File: src/rtl/layer_feed_ctrl_if.sv
// Bundle between the layer feed controller and the game logic / layer stack.
// Carries the control inputs, the new-row bus and the load/start/status strobes.
// master = the feed controller, slave = game logic plus the layer scrollers.
interface layer_feed_ctrl_if;
    // control from game logic
    logic        module_en;
    logic        one_ms_tick;
    logic        scroll_req;
    // new row for the top layer; bit k of each vector is element k of the row
    logic [6:0]  layer_map_new;
    logic [6:0]  block_type_new;
    logic [6:0]  bonus_map_new;
    // strobes and status
    logic        load;
    logic        start;
    logic        busy;
    logic        scroll_done;
    logic [15:0] layer_count;

    modport master (
        input  module_en,
        input  one_ms_tick,
        input  scroll_req,
        output layer_map_new,
        output block_type_new,
        output bonus_map_new,
        output load,
        output start,
        output busy,
        output scroll_done,
        output layer_count
    );

    modport slave (
        output module_en,
        output one_ms_tick,
        output scroll_req,
        input  layer_map_new,
        input  block_type_new,
        input  bonus_map_new,
        input  load,
        input  start,
        input  busy,
        input  scroll_done,
        input  layer_count
    );
endinterface

File: src/rtl/layer_feed_ctrl.sv
// Feeds pseudo-random rows to the top of the shift-layer chain: fills it after reset, then runs one timed scroll per request.
// Latency: start 1 cycle after an accepted request; scroll_done SETTLE_CYC cycles after the SCROLL_TICKS-th tick.
// Backpressure: scroll_req is only accepted in S_READY with module_en high; requests while busy are dropped, never queued.
module layer_feed_ctrl #(
    parameter int          NUM_LAYERS   = 5,
    parameter int          SCROLL_TICKS = 150,
    parameter int          SETTLE_CYC   = 2,
    parameter logic [15:0] SEED         = 16'hACE1
) (
    input  logic             clk,
    input  logic             rst,
    layer_feed_ctrl_if.master fc
);

    // An all-zero LFSR would lock up, so a zero seed falls back to the default.
    localparam logic [15:0] SEED_EFF    = (SEED == 16'h0000) ? 16'hACE1 : SEED;
    localparam logic [7:0]  FILL_LAST   = 8'(NUM_LAYERS - 1);
    localparam logic [15:0] TICK_LAST   = 16'(SCROLL_TICKS - 1);
    localparam logic [7:0]  SETTLE_LAST = 8'(SETTLE_CYC - 1);

    typedef enum logic [2:0] {
        S_FILL,
        S_READY,
        S_START,
        S_WAIT,
        S_SETTLE
    } state_t;

    typedef struct packed {
        logic [6:0] map;
        logic [6:0] typ;
        logic [6:0] bonus;
    } row_t;

    // Row derived from an LFSR value. An empty map is never sent: block 3 is forced
    // in so every row has at least one block. Bonus bits only exist where a block does.
    function automatic row_t row_gen(input logic [15:0] l);
        row_t r;
        r.map = l[6:0];
        if (r.map == 7'd0) begin
            r.map[3] = 1'b1;
        end
        r.typ   = l[6:0] ^ l[15:9];
        r.bonus = (l[15:14] == 2'b11) ? (r.map & l[13:7]) : 7'd0;
        return r;
    endfunction

    state_t      r_state;
    logic [15:0] r_lfsr;
    row_t        r_row;
    logic        r_fill_phase;   // 0: present row with load, 1: advance to next row
    logic [7:0]  r_fill_cnt;
    logic [15:0] r_tick_cnt;
    logic [7:0]  r_settle_cnt;
    logic        r_load;
    logic        r_start;
    logic        r_busy;
    logic        r_done;
    logic [15:0] r_layer_count;

    logic [15:0] w_lfsr_next;
    row_t        w_row_next;

    // Next LFSR state and the row it produces, used whenever a row is consumed.
    assign w_lfsr_next = {r_lfsr[14:0], r_lfsr[15] ^ r_lfsr[13] ^ r_lfsr[12] ^ r_lfsr[10]};
    assign w_row_next  = row_gen(w_lfsr_next);

    // Control FSM; all strobes and the row bus are registered here.
    always_ff @(posedge clk) begin
        if (rst) begin
            r_state       <= S_FILL;
            r_lfsr        <= SEED_EFF;
            r_row         <= '0;
            r_fill_phase  <= 1'b0;
            r_fill_cnt    <= 8'd0;
            r_tick_cnt    <= 16'd0;
            r_settle_cnt  <= 8'd0;
            r_load        <= 1'b0;
            r_start       <= 1'b0;
            r_busy        <= 1'b1;
            r_done        <= 1'b0;
            r_layer_count <= 16'd0;
        end else begin
            // strobes are single-cycle unless re-asserted below
            r_load  <= 1'b0;
            r_start <= 1'b0;
            r_done  <= 1'b0;

            case (r_state)
                S_FILL: begin
                    if (!r_fill_phase) begin
                        // Row for the current LFSR value goes out together with load.
                        // Only the very first fill step actually changes r_row here.
                        r_row        <= row_gen(r_lfsr);
                        r_load       <= 1'b1;
                        r_fill_phase <= 1'b1;
                    end else begin
                        r_fill_phase <= 1'b0;
                        r_lfsr       <= w_lfsr_next;
                        r_row        <= w_row_next;
                        if (r_fill_cnt == FILL_LAST) begin
                            r_fill_cnt <= 8'd0;
                            r_busy     <= 1'b0;
                            r_state    <= S_READY;
                        end else begin
                            r_fill_cnt <= r_fill_cnt + 8'd1;
                        end
                    end
                end

                S_READY: begin
                    // a tick arriving alongside the request is deliberately not counted
                    if (fc.scroll_req && fc.module_en) begin
                        r_start <= 1'b1;
                        r_busy  <= 1'b1;
                        r_state <= S_START;
                    end
                end

                S_START: begin
                    // ticks seen while start is on the bus belong to no scroll
                    r_tick_cnt <= 16'd0;
                    r_state    <= S_WAIT;
                end

                S_WAIT: begin
                    if (fc.one_ms_tick) begin
                        if (r_tick_cnt == TICK_LAST) begin
                            r_tick_cnt   <= 16'd0;
                            r_settle_cnt <= 8'd0;
                            r_state      <= S_SETTLE;
                        end else begin
                            r_tick_cnt <= r_tick_cnt + 16'd1;
                        end
                    end
                end

                S_SETTLE: begin
                    if (r_settle_cnt == SETTLE_LAST) begin
                        // layers latch the old row at this edge, so the new one may appear now
                        r_lfsr        <= w_lfsr_next;
                        r_row         <= w_row_next;
                        r_done        <= 1'b1;
                        r_layer_count <= r_layer_count + 16'd1;
                        r_busy        <= 1'b0;
                        r_settle_cnt  <= 8'd0;
                        r_state       <= S_READY;
                    end else begin
                        r_settle_cnt <= r_settle_cnt + 8'd1;
                    end
                end

                default: begin
                    r_state <= S_FILL;
                end
            endcase
        end
    end

    assign fc.layer_map_new  = r_row.map;
    assign fc.block_type_new = r_row.typ;
    assign fc.bonus_map_new  = r_row.bonus;
    assign fc.load           = r_load;
    assign fc.start          = r_start;
    assign fc.busy           = r_busy;
    assign fc.scroll_done    = r_done;
    assign fc.layer_count    = r_layer_count;

endmodule

File: src/flat_wrapper.sv
// flat-port wrapper written by rule: the top's interface ports become plain ports
module layer_feed_ctrl_flat 
#(
    parameter int          NUM_LAYERS   = 5,
    parameter int          SCROLL_TICKS = 150,
    parameter int          SETTLE_CYC   = 2,
    parameter logic [15:0] SEED         = 16'hACE1
)
  (clk, rst, fc_module_en, fc_one_ms_tick, fc_scroll_req, fc_layer_map_new, fc_block_type_new, fc_bonus_map_new, fc_load, fc_start, fc_busy, fc_scroll_done, fc_layer_count);
  layer_feed_ctrl_if fc_i ();
  input  logic clk;
  input  logic rst;
  input wire logic [$bits(fc_i.module_en)-1:0] fc_module_en;
  input wire logic [$bits(fc_i.one_ms_tick)-1:0] fc_one_ms_tick;
  input wire logic [$bits(fc_i.scroll_req)-1:0] fc_scroll_req;
  output wire logic [$bits(fc_i.layer_map_new)-1:0] fc_layer_map_new;
  output wire logic [$bits(fc_i.block_type_new)-1:0] fc_block_type_new;
  output wire logic [$bits(fc_i.bonus_map_new)-1:0] fc_bonus_map_new;
  output wire logic [$bits(fc_i.load)-1:0] fc_load;
  output wire logic [$bits(fc_i.start)-1:0] fc_start;
  output wire logic [$bits(fc_i.busy)-1:0] fc_busy;
  output wire logic [$bits(fc_i.scroll_done)-1:0] fc_scroll_done;
  output wire logic [$bits(fc_i.layer_count)-1:0] fc_layer_count;
  assign fc_i.module_en = fc_module_en;
  assign fc_i.one_ms_tick = fc_one_ms_tick;
  assign fc_i.scroll_req = fc_scroll_req;
  assign fc_layer_map_new = fc_i.layer_map_new;
  assign fc_block_type_new = fc_i.block_type_new;
  assign fc_bonus_map_new = fc_i.bonus_map_new;
  assign fc_load = fc_i.load;
  assign fc_start = fc_i.start;
  assign fc_busy = fc_i.busy;
  assign fc_scroll_done = fc_i.scroll_done;
  assign fc_layer_count = fc_i.layer_count;
  layer_feed_ctrl #(.NUM_LAYERS(NUM_LAYERS), .SCROLL_TICKS(SCROLL_TICKS), .SETTLE_CYC(SETTLE_CYC), .SEED(SEED)) u_core (.clk(clk), .rst(rst), .fc(fc_i));
endmodule
File: config.mk
export PLATFORM = sky130hd
export DESIGN_NAME = layer_feed_ctrl_flat
export DESIGN_NICKNAME = d
export VERILOG_FILES = /design/src/rtl/layer_feed_ctrl_if.sv /design/src/rtl/layer_feed_ctrl.sv /design/src/flat_wrapper.sv
export SDC_FILE = /design/constraint.sdc
export NUM_CORES = 1
export LEC_CHECK = 0
export CORE_MARGIN = 2
export CORE_UTILIZATION = 57
export DETAILED_ROUTE_END_ITERATION = 10
export GPL_TIMING_DRIVEN = 0
export PLACE_DENSITY = 0.8
export SKIP_LAST_GASP = 1
export SLEW_MARGIN = 20
export SYNTH_ARGS = -nofsm -noshare
export SYNTH_HDL_FRONTEND = slang
export SYNTH_SLANG_ARGS = --single-unit
File: constraint.sdc
create_clock -name clk -period 2.7 [get_ports clk]
set_clock_uncertainty 0.15 [all_clocks]
set_input_delay 0.405 -clock clk [delete_from_list [all_inputs] [get_ports clk]]
set_output_delay 0.405 -clock clk [all_outputs]
set_load 0.005 [all_outputs]
**After elaboration in Yosys (flattened, before gate mapping)**

Cells that the tools add are included.

- Flip-flop bits (word level): 93
- Latch bits: 0
- Bits in writable memories: 0
- ROM bits: 0
- Bits of input ports: 5
- Output and inout port bits: 41
- Logic and storage cells: 98
- Memories: 0

- Add/subtract/negate cells: 4
- $mul: 0
- Div/mod/pow operators: 0
- Magnitude comparators: 0
- Equality and inequality tests: 15
- Shift-type cells: 0
- Multiplexer cells: 36
- Bitwise operators: 10
- Reduce and logical (&&, ||, !) cells: 19

Operators with widths:

| cell | number |
|---|---|
| two-way mux 16 bit | 4 |
| case mux 16 bit (2 select lines) | 2 |
| two-way mux 21 bit | 2 |
| case mux 21 bit (2 select lines) | 1 |
| adder 16 x 1 -> 16 bit, second input constant | 2 |
| two-way mux 8 bit | 4 |
| two-way mux 3 bit | 6 |
| adder 8 x 1 -> 8 bit, second input constant | 2 |
| == test 16 x 8 -> 1 bit, second input constant | 1 |
| case mux 8 bit (2 select lines) | 1 |
| case mux 3 bit (5 select lines) | 1 |
| AND 7 bit | 2 |
| zero test 7 bit | 2 |
| two-way mux 7 bit | 2 |
| bitwise XOR 7 bit | 2 |
| two-way mux 1 bit | 12 |
| inequality test 2 x 1 -> 1 bit, second input constant | 5 |
| == test 8 x 1 -> 1 bit, second input constant | 1 |
| == test 8 x 3 -> 1 bit, second input constant | 1 |
| AND reduction 2 bit | 4 |
| == test 3 x 2 -> 1 bit, second input constant | 2 |
| AND reduction 3 bit | 2 |
| AND reduction 6 bit | 1 |
| nonzero test 2 bit | 3 |
| other kinds (12) | 19 |

**Logic depth before layout (Yosys ltp)**

Gate-level depths: netlist of run 1.

- Depth in word-level cells: 9
- Depth in mapped cells: 9
- Gate-level depth less buffers: 7

**Worst setup path before layout of run 1**

OpenSTA, ideal clock, no wires.

- Kind: reg-to-reg
- Start: register u_core.r_settle_cnt[0]
- End: register u_core.r_lfsr[11]
- Library setup time: 120 ps
- Arrival: 1910 ps
- Data required time: 2430 ps
- Path slack: 520 ps
- Cell stages (with the launch flop): 8
- Buffers on the path: 2
- Clock period less this slack: 2180 ps
- Cells stage by stage: dfxtp_1 > ha_1 > or4b_4 > nor3_4 > nor2_2 > buf_6 > buf_8 > a211o_1

- Cells in the longest elaborated chain, start to end: 3

Ends and longest elaborated chain:

| what | line | text |
|---|---|---|
| start: declaration | layer_feed_ctrl.sv:54 | `logic [7:0] r_settle_cnt;` |
| start signal: assignment | layer_feed_ctrl.sv:149 | `r_settle_cnt <= r_settle_cnt + 8'd1;` |
| == test 8 x 1 -> 1 bit | layer_feed_ctrl.sv:139 | `if (r_settle_cnt == SETTLE_LAST) begin` |
| inequality test 2 x 1 -> 1 bit (no source line) | n/a |  |
| AND reduction 3 bit (no source line) | n/a |  |
| end signal: assignment | layer_feed_ctrl.sv:99 | `r_lfsr <= w_lfsr_next;` |
| end signal: assignment | layer_feed_ctrl.sv:141 | `r_lfsr <= w_lfsr_next;` |
| end: declaration | layer_feed_ctrl.sv:49 | `logic [15:0] r_lfsr;` |

Every way passes these cells.
A chain may end at the register's enable or synchronous reset.

**Worst setup path in the final report of run 1**

- Start: register u_core.r_settle_cnt[1]
- End: register u_core.r_layer_count[13], in the netlist u_core.fc.layer_count[13]

- Cells in the longest elaborated chain, start to end: 2

Ends and longest elaborated chain:

| what | line | text |
|---|---|---|
| == test 8 x 1 -> 1 bit | layer_feed_ctrl.sv:139 |  |
| AND reduction 2 bit (no source line) | n/a |  |
| end signal: assignment | layer_feed_ctrl.sv:144 | `r_layer_count <= r_layer_count + 16'd1;` |
| end: declaration | layer_feed_ctrl.sv:59 | `logic [15:0] r_layer_count;` |

Every way passes these cells.

==> results.toml, run 1 <==
[setup_path]
worstPathMaxFanout = 10
crit_path_start = "u_core.r_settle_cnt[1]"
r2r_cells = 8
slowest_stage = "or4b_4"
arrival_ns = 2.49
r2r_start = "u_core.r_settle_cnt[1]"
path_cells = "inv_1, ha_1, or4b_4, nor4_2, buf_2, nand4_1, xnor2_1, nor2_1"
end_kind = "flip-flop"
max_stage_delay_ns = 0.49
start_kind = "flip-flop"
critPathKind = "flip-flop to flip-flop"
required_ns = 2.80

[power]
p_leak_nw = 2.007
total_power_mw = 2.847
ir_worst_vdd_v = 0.0003206
cellPowerDensity_mw_per_mm2 = 543.2

[route]
drc = 0
drt-initial-drc-count = 296
dr_total_vias = 3939
drt-total-wl_um = 10120
drtAntennaViolNets = 0
drtPass1Iterations = 5
via_per_inst = 5.810
wire_per_inst_um = 14.92

[cts]
path_clk_slew_ns = 0.09
clk_latency_ns = 0.37
cts.htree.levels = 3
cts_root_buffer = "clkbuf_8"
cts_sinks = 93
cts_tree = "built"
tritoncts.num_buffers = 9
postCtsHoldBufs = 0
clock_path_buffers = 2

[sta]
slew_headroom_pct = 54.35
worst_pin_slew_ns = 0.6795
tns_ns = 0
fin_crit_ns = 2.389
fin_crit_sh_pct = 88.48
report.final.hold_viol_count = 0
rsz0062_at_grt = "no"
timing.fmax_mhz = 418.6
setup_viol = 0
drv_slew = 0

[floorplan]
top_level_ports = 46
die_y_um = 91.97
start_util_pct = 57.98
die_w_um = 91.97
dieArea_sq_mm = 0.008458
core_sq_mm = 0.007607
rows = 32

[global_routing]
grt_pass1_vias = 3683
antenna_found_initial = 0
grt_pass1_wl_um = 17190
grt_max_degree = 17
grt_usage_pct = 25.27
gr-total-overflow = 0

[yosys]
synth_nets = 527
synth_seq_area_share_pct = 42.21
ys_async_sr_fraction_pct = 0
ys.flop_type = "dfxtp_1"
netlist_area_sq_mm = 0.004410
syn_inst = 515
yosys.cell_types.count = 58
yosysWarnings = 0
synth_enable_flop_cells = 0
synth-seq-cells = 93
syn_area_per_cell_sq_um = 8.564

[placed_design]
hpwl_um = 7187
gp_congestion = 0.8937
numPortBuffers = 45
post-place-cells = 662
placed_cell_area_sq_mm = 0.004989

[finish]
layout-drive-gt1-share_pct = 6.597
fin_area_sq_mm = 0.005240
final_util_pct = 68.88
num_antenna_cells = 0
syn2layout_area_growth_pct = 18.81
final_net_count = 583
nFillCells = 631
fin_cells = 678

[min_path]
hp-class = "flip-flop to flip-flop"
min_from = "u_core.fc.block_type_new[2]"
holdPathStages = 2

[run_status]
status = "complete, no violations"

[run]
drv_cap = 0
==> cells by family after synthesis <==
logic type | Yosys count | share of synthesized area [%]
and+or+nand+nor | 244 | 27.63
DFF | 93 | 42.21
AOI/OAI and AO/OA | 71 | 12.11
xor gates and xnor gates | 46 | 9.135
buffers and inverters | 43 | 4.397
muxes | 11 | 2.525
adders and majority gates | 7 | 1.986
==> cells in the mapped netlist, types with 4 or more instances <==
cell type | n | share of area (%)
nand4_1 | 11 | 1.6
nand2_1 | 42 | 3.6
and3_1 | 16 | 2.3
or3_1 | 7 | 0.99
and2_1 | 5 | 0.71
xor2_1 | 25 | 5.0
a211o_1 | 8 | 1.6
nor3_1 | 14 | 1.6
mux2i_1 | 10 | 2.3
clkbuf_1 | 21 | 1.8
a21oi_1 | 18 | 2.0
a311oi_1 | 15 | 3.0
nand2b_1 | 4 | 0.57
nand3_1 | 25 | 2.8
dfxtp_1 | 93 | 42
buf_2 | 8 | 0.91
nor2_1 | 83 | 7.1
xnor2_1 | 21 | 4.2
nor2b_1 | 14 | 2.0
nor4_1 | 6 | 0.85
ha_1 | 7 | 2.0
inv_1 | 9 | 0.77
o21ai_0 | 4 | 0.45
==> per-stage QoR <==
step | setup slack, ns | hold slack [ns]
after floorplan | 0.5200 | 0.2982
after global placement | 0.2371 | 0.2901
after detailed placement | 0.2123 | 0.2955
after CTS | 0.1693 | 0.3071
after global routing | 0.1562 | 0.3301
final | 0.3109 | 0.3040
==> final timing paths <==
path,slack [ns],to
setup / recovery,0.31,u_core.fc.layer_count[13]
setup reg to reg,0.31,u_core.fc.layer_count[13]
hold / removal,0.30,u_core.fc.block_type_new[2]
hold reg to reg,0.30,u_core.fc.block_type_new[2]
==> routing by layer <==
metal	vias up	part of all wire (%)	track usage, %
li1	1908	-	-
met1	1891	44	31.99
met2	120	48	41.73
met3	20	5.9	6.656
met4	0	1.9	8.831
met5	-	0	0
==> power by group <==
| part | leakage [nW] | switching [mW] | internal [mW] |
|---|---|---|---|
| Combinational | 1.13 | 0.156 | 0.139 |
| Sequential | 0.757 | 0.0419 | 1.42 |
| Clock | 0.122 | 0.506 | 0.583 |
| Total | 2.01 | 0.704 | 2.14 |
==> flip-flops by register name (all words and copies together), names as in the netlist <==
signal                    flops
u_core.fc.bonus_map_new       7
u_core.r_fill_phase           1
u_core.fc.load                1
u_core.fc.block_type_new      7
u_core.r_state                3
u_core.r_lfsr                16
u_core.fc.busy                1
u_core.fc.layer_map_new       7
u_core.r_tick_cnt            16
u_core.r_settle_cnt           8
u_core.fc.scroll_done         1
u_core.r_fill_cnt             8
u_core.fc.start               1
u_core.fc.layer_count        16
==> layout make-up <==
type	count	area (sq um)	share of cell area [%]
Tap cell	102	127.6	2.436
Multi-Input combinational cell	379	2366	45.15
Buffer	34	160.2	3.056
Inverter	9	33.78	0.6447
Clock buffer	11	151.4	2.889
Sequential cell	93	1862	35.53
Clock inverter	5	88.84	1.695
Timing Repair Buffer	45	450.4	8.596
==> repair_timing <==
item	CTS	global route
gates resized for setup	0	2
endpoints found under the setup margin	0	3
buffers inserted	0	0
==> critical path, delay by kind of cell (launching register included) <==
kind,cells,cell delay (ns)
and+or+nand+nor,4,1.08
buffers and inverters,2,0.36
xor gates and xnor gates,1,0.17
adders and majority gates,1,0.16
DFF,1,0.33
==> cells in the final DEF (no fill, tap or decap), types with 3 or more instances in the layout <==
cell / instances
and3_1: 16
or3_1: 7
nor4_1: 6
clkdlybuf4s50_1: 45
nand2b_1: 4
nand2_1: 42
buf_2: 8
xnor2_1: 21
a211o_1: 8
inv_1: 9
o21ai_0: 4
clkbuf_8: 11
nand4_1: 11
a311oi_1: 15
mux2i_1: 10
o211ai_1: 3
o211a_1: 3
nand3_1: 25
and2_1: 5
a21oi_1: 18
dfxtp_1: 93
nor3_1: 14
nor2_1: 83
nor2b_1: 14
xor2_1: 25
clkbuf_1: 21
ha_1: 7
No activity file was read; power rests on OpenSTA's default activity.
==> run 2, diff against run 1 <==
PLACE_DENSITY = 0.87   (was 0.8)
==> run 2 against run 1 <==
Net effect:
- sequential power about the same
- utilization decreased by 0.66 points
- hold slack got worse by 0.0035 ns
- power decreased by 6.0%
- clock power decreased by 15%
- die area unchanged
- global-route usage decreased by 0.61 points
- cell area decreased by 0.96%
- non-clock buffer count unchanged
- largest power group unchanged
==> results.toml, run 2 (synthesized netlist as in run 1, its figures left out) <==
[run_status]
status = "complete, no violations"

[global_routing]
grt_usage_pct = 24.66
antenna_found_initial = 0
grt_pass1_vias = 3677
grt_max_degree = 15
grt_pass1_wl_um = 17040
gr-total-overflow = 0

[cts]
cts_root_buffer = "clkbuf_8"
tritoncts.num_buffers = 9
postCtsHoldBufs = 0
path_clk_slew_ns = 0.08
clock_path_buffers = 2
cts_tree = "built"
cts_sinks = 93
cts_resized = 0
clk_latency_ns = 0.36
post_cts_buffers = 0
cts.htree.levels = 3

[power]
total_power_mw = 2.675
cellPowerDensity_mw_per_mm2 = 515.4
ir_worst_vdd_v = 0.0002908
p_leak_nw = 1.984

[route]
via_per_inst = 5.787
drt-total-wl_um = 9976
drt-initial-drc-count = 248
dr_total_vias = 3918
drtAntennaViolNets = 0
drtPass1Iterations = 7
drc = 0
wire_per_inst_um = 14.74

[finish]
nFillCells = 643
layout_common_cells = "dfxtp_1, nor2_1, clkdlybuf4s50_1"
fin_cells = 677
seq_area_sq_mm = 0.001862
fin_area_sq_mm = 0.005190
final_net_count = 583
final_util_pct = 68.22
final_common_cell = "dfxtp_1"
num_antenna_cells = 0
layout-drive-gt1-share_pct = 6.261
syn2layout_area_growth_pct = 17.67
multi_input_area_sq_mm = 0.002366

[setup_path]
max_stage_delay_ns = 0.44
slowest_stage = "a211o_1"
worstPathMaxFanout = 10
r2r_start = "u_core.r_settle_cnt[0]"
end_kind = "flip-flop"
reg2reg_slack_ns = 0.20
r2r_cells = 7
start_kind = "flip-flop"
critPathKind = "flip-flop to flip-flop"
required_ns = 2.78
arrival_ns = 2.58
path_cells = "ha_1, nor4b_2, nand2_1, a211o_1, clkbuf_1, a311oi_1, nor3_1"
crit-reg2reg-capture = "u_core.fc.bonus_map_new[5]"

[sta]
fin_crit_sh_pct = 92.48
report.final.hold_viol_count = 0
setup_slack_ns = 0.2031
timing.fmax_mhz = 400.5
setup_viol = 0
slew_headroom_pct = 53.56
timing.hold.ws_ns = 0.3005
rsz0062_at_grt = "no"
drv_slew = 0
tns_ns = 0
worst_pin_slew_ns = 0.6912
fin_crit_ns = 2.497

[floorplan]
dieArea_sq_mm = 0.008458
top_level_ports = 46
die_y_um = 91.97
core_sq_mm = 0.007607
rows = 32
start_util_pct = 57.98
die_w_um = 91.97

[min_path]
hp-class = "flip-flop to flip-flop"
holdPathStages = 2
min_from = "u_core.fc.block_type_new[2]"
min_to = "u_core.fc.block_type_new[2]"

[run]
drv_cap = 0

[placed_design]
post-place-cells = 662
numPortBuffers = 45
placed_cell_area_sq_mm = 0.004989
hpwl_um = 7119
place_ws_ns = 0.1346
gp_congestion = 0.9191
## run 2: cell types whose count changed in the layout (fill, tap and decap cells not counted)
cell / change
clkinv_2: +2
inv_6: -1
inv_8: -1
clkbuf_8: -1
bufinv_16: -1
clkbuf_1: +1
## run 2: worst max-delay path: cells and delay by family (launching register included)
| kind | cells | cell delay [ns] |
|---|---|---|
| buffers and inverters | 1 | 0.28 |
| AOI/OAI and AO/OA | 2 | 0.79 |
| and+or+nand+nor | 3 | 0.56 |
| adders and majority gates | 1 | 0.19 |
| DFF | 1 | 0.39 |
## run 2: routing by layer
metal  vias to the layer above  routed length (um)  track usage [%]
li1                       1914                   -                -
met1                      1858                4440            32.54
met2                       133                4802            41.12
met3                        13                 611            3.205
met4                         0                 122            9.701
met5                         -                   0                0
## run 2: final cells by class
class | count | area share, %
multi-input cells | 379 | 45.59
flip-flops and latches | 93 | 35.87
repair buffers | 45 | 8.679
plain buffers | 34 | 3.086
clock buffers | 11 | 2.724
well taps | 102 | 2.459
clock inverters | 4 | 0.9402
inverters | 9 | 0.6509
## run 2: worst max path at each step
stage / start / to / slack, ns
2_1_floorplan: u_core.r_settle_cnt[0] / u_core.r_lfsr[11] / 0.52
3_3_place_gp: u_core.r_settle_cnt[0] / u_core.fc.bonus_map_new[5] / 0.16
3_5_place_dp: u_core.r_settle_cnt[0] / u_core.fc.bonus_map_new[5] / 0.13
4_1_cts: u_core.r_settle_cnt[0] / u_core.fc.bonus_map_new[5] / 0.09
5_1_grt: u_core.r_tick_cnt[0] / u_core.r_tick_cnt[8] / 0.08
6_report: u_core.r_settle_cnt[0] / u_core.fc.bonus_map_new[5] / 0.20
## run 2: power by group
part,internal [mW],switching [mW],total (mW)
registers,1.42,0.0411,1.46
clock network,0.447,0.475,0.922
logic,0.139,0.153,0.292
total,2.01,0.668,2.67
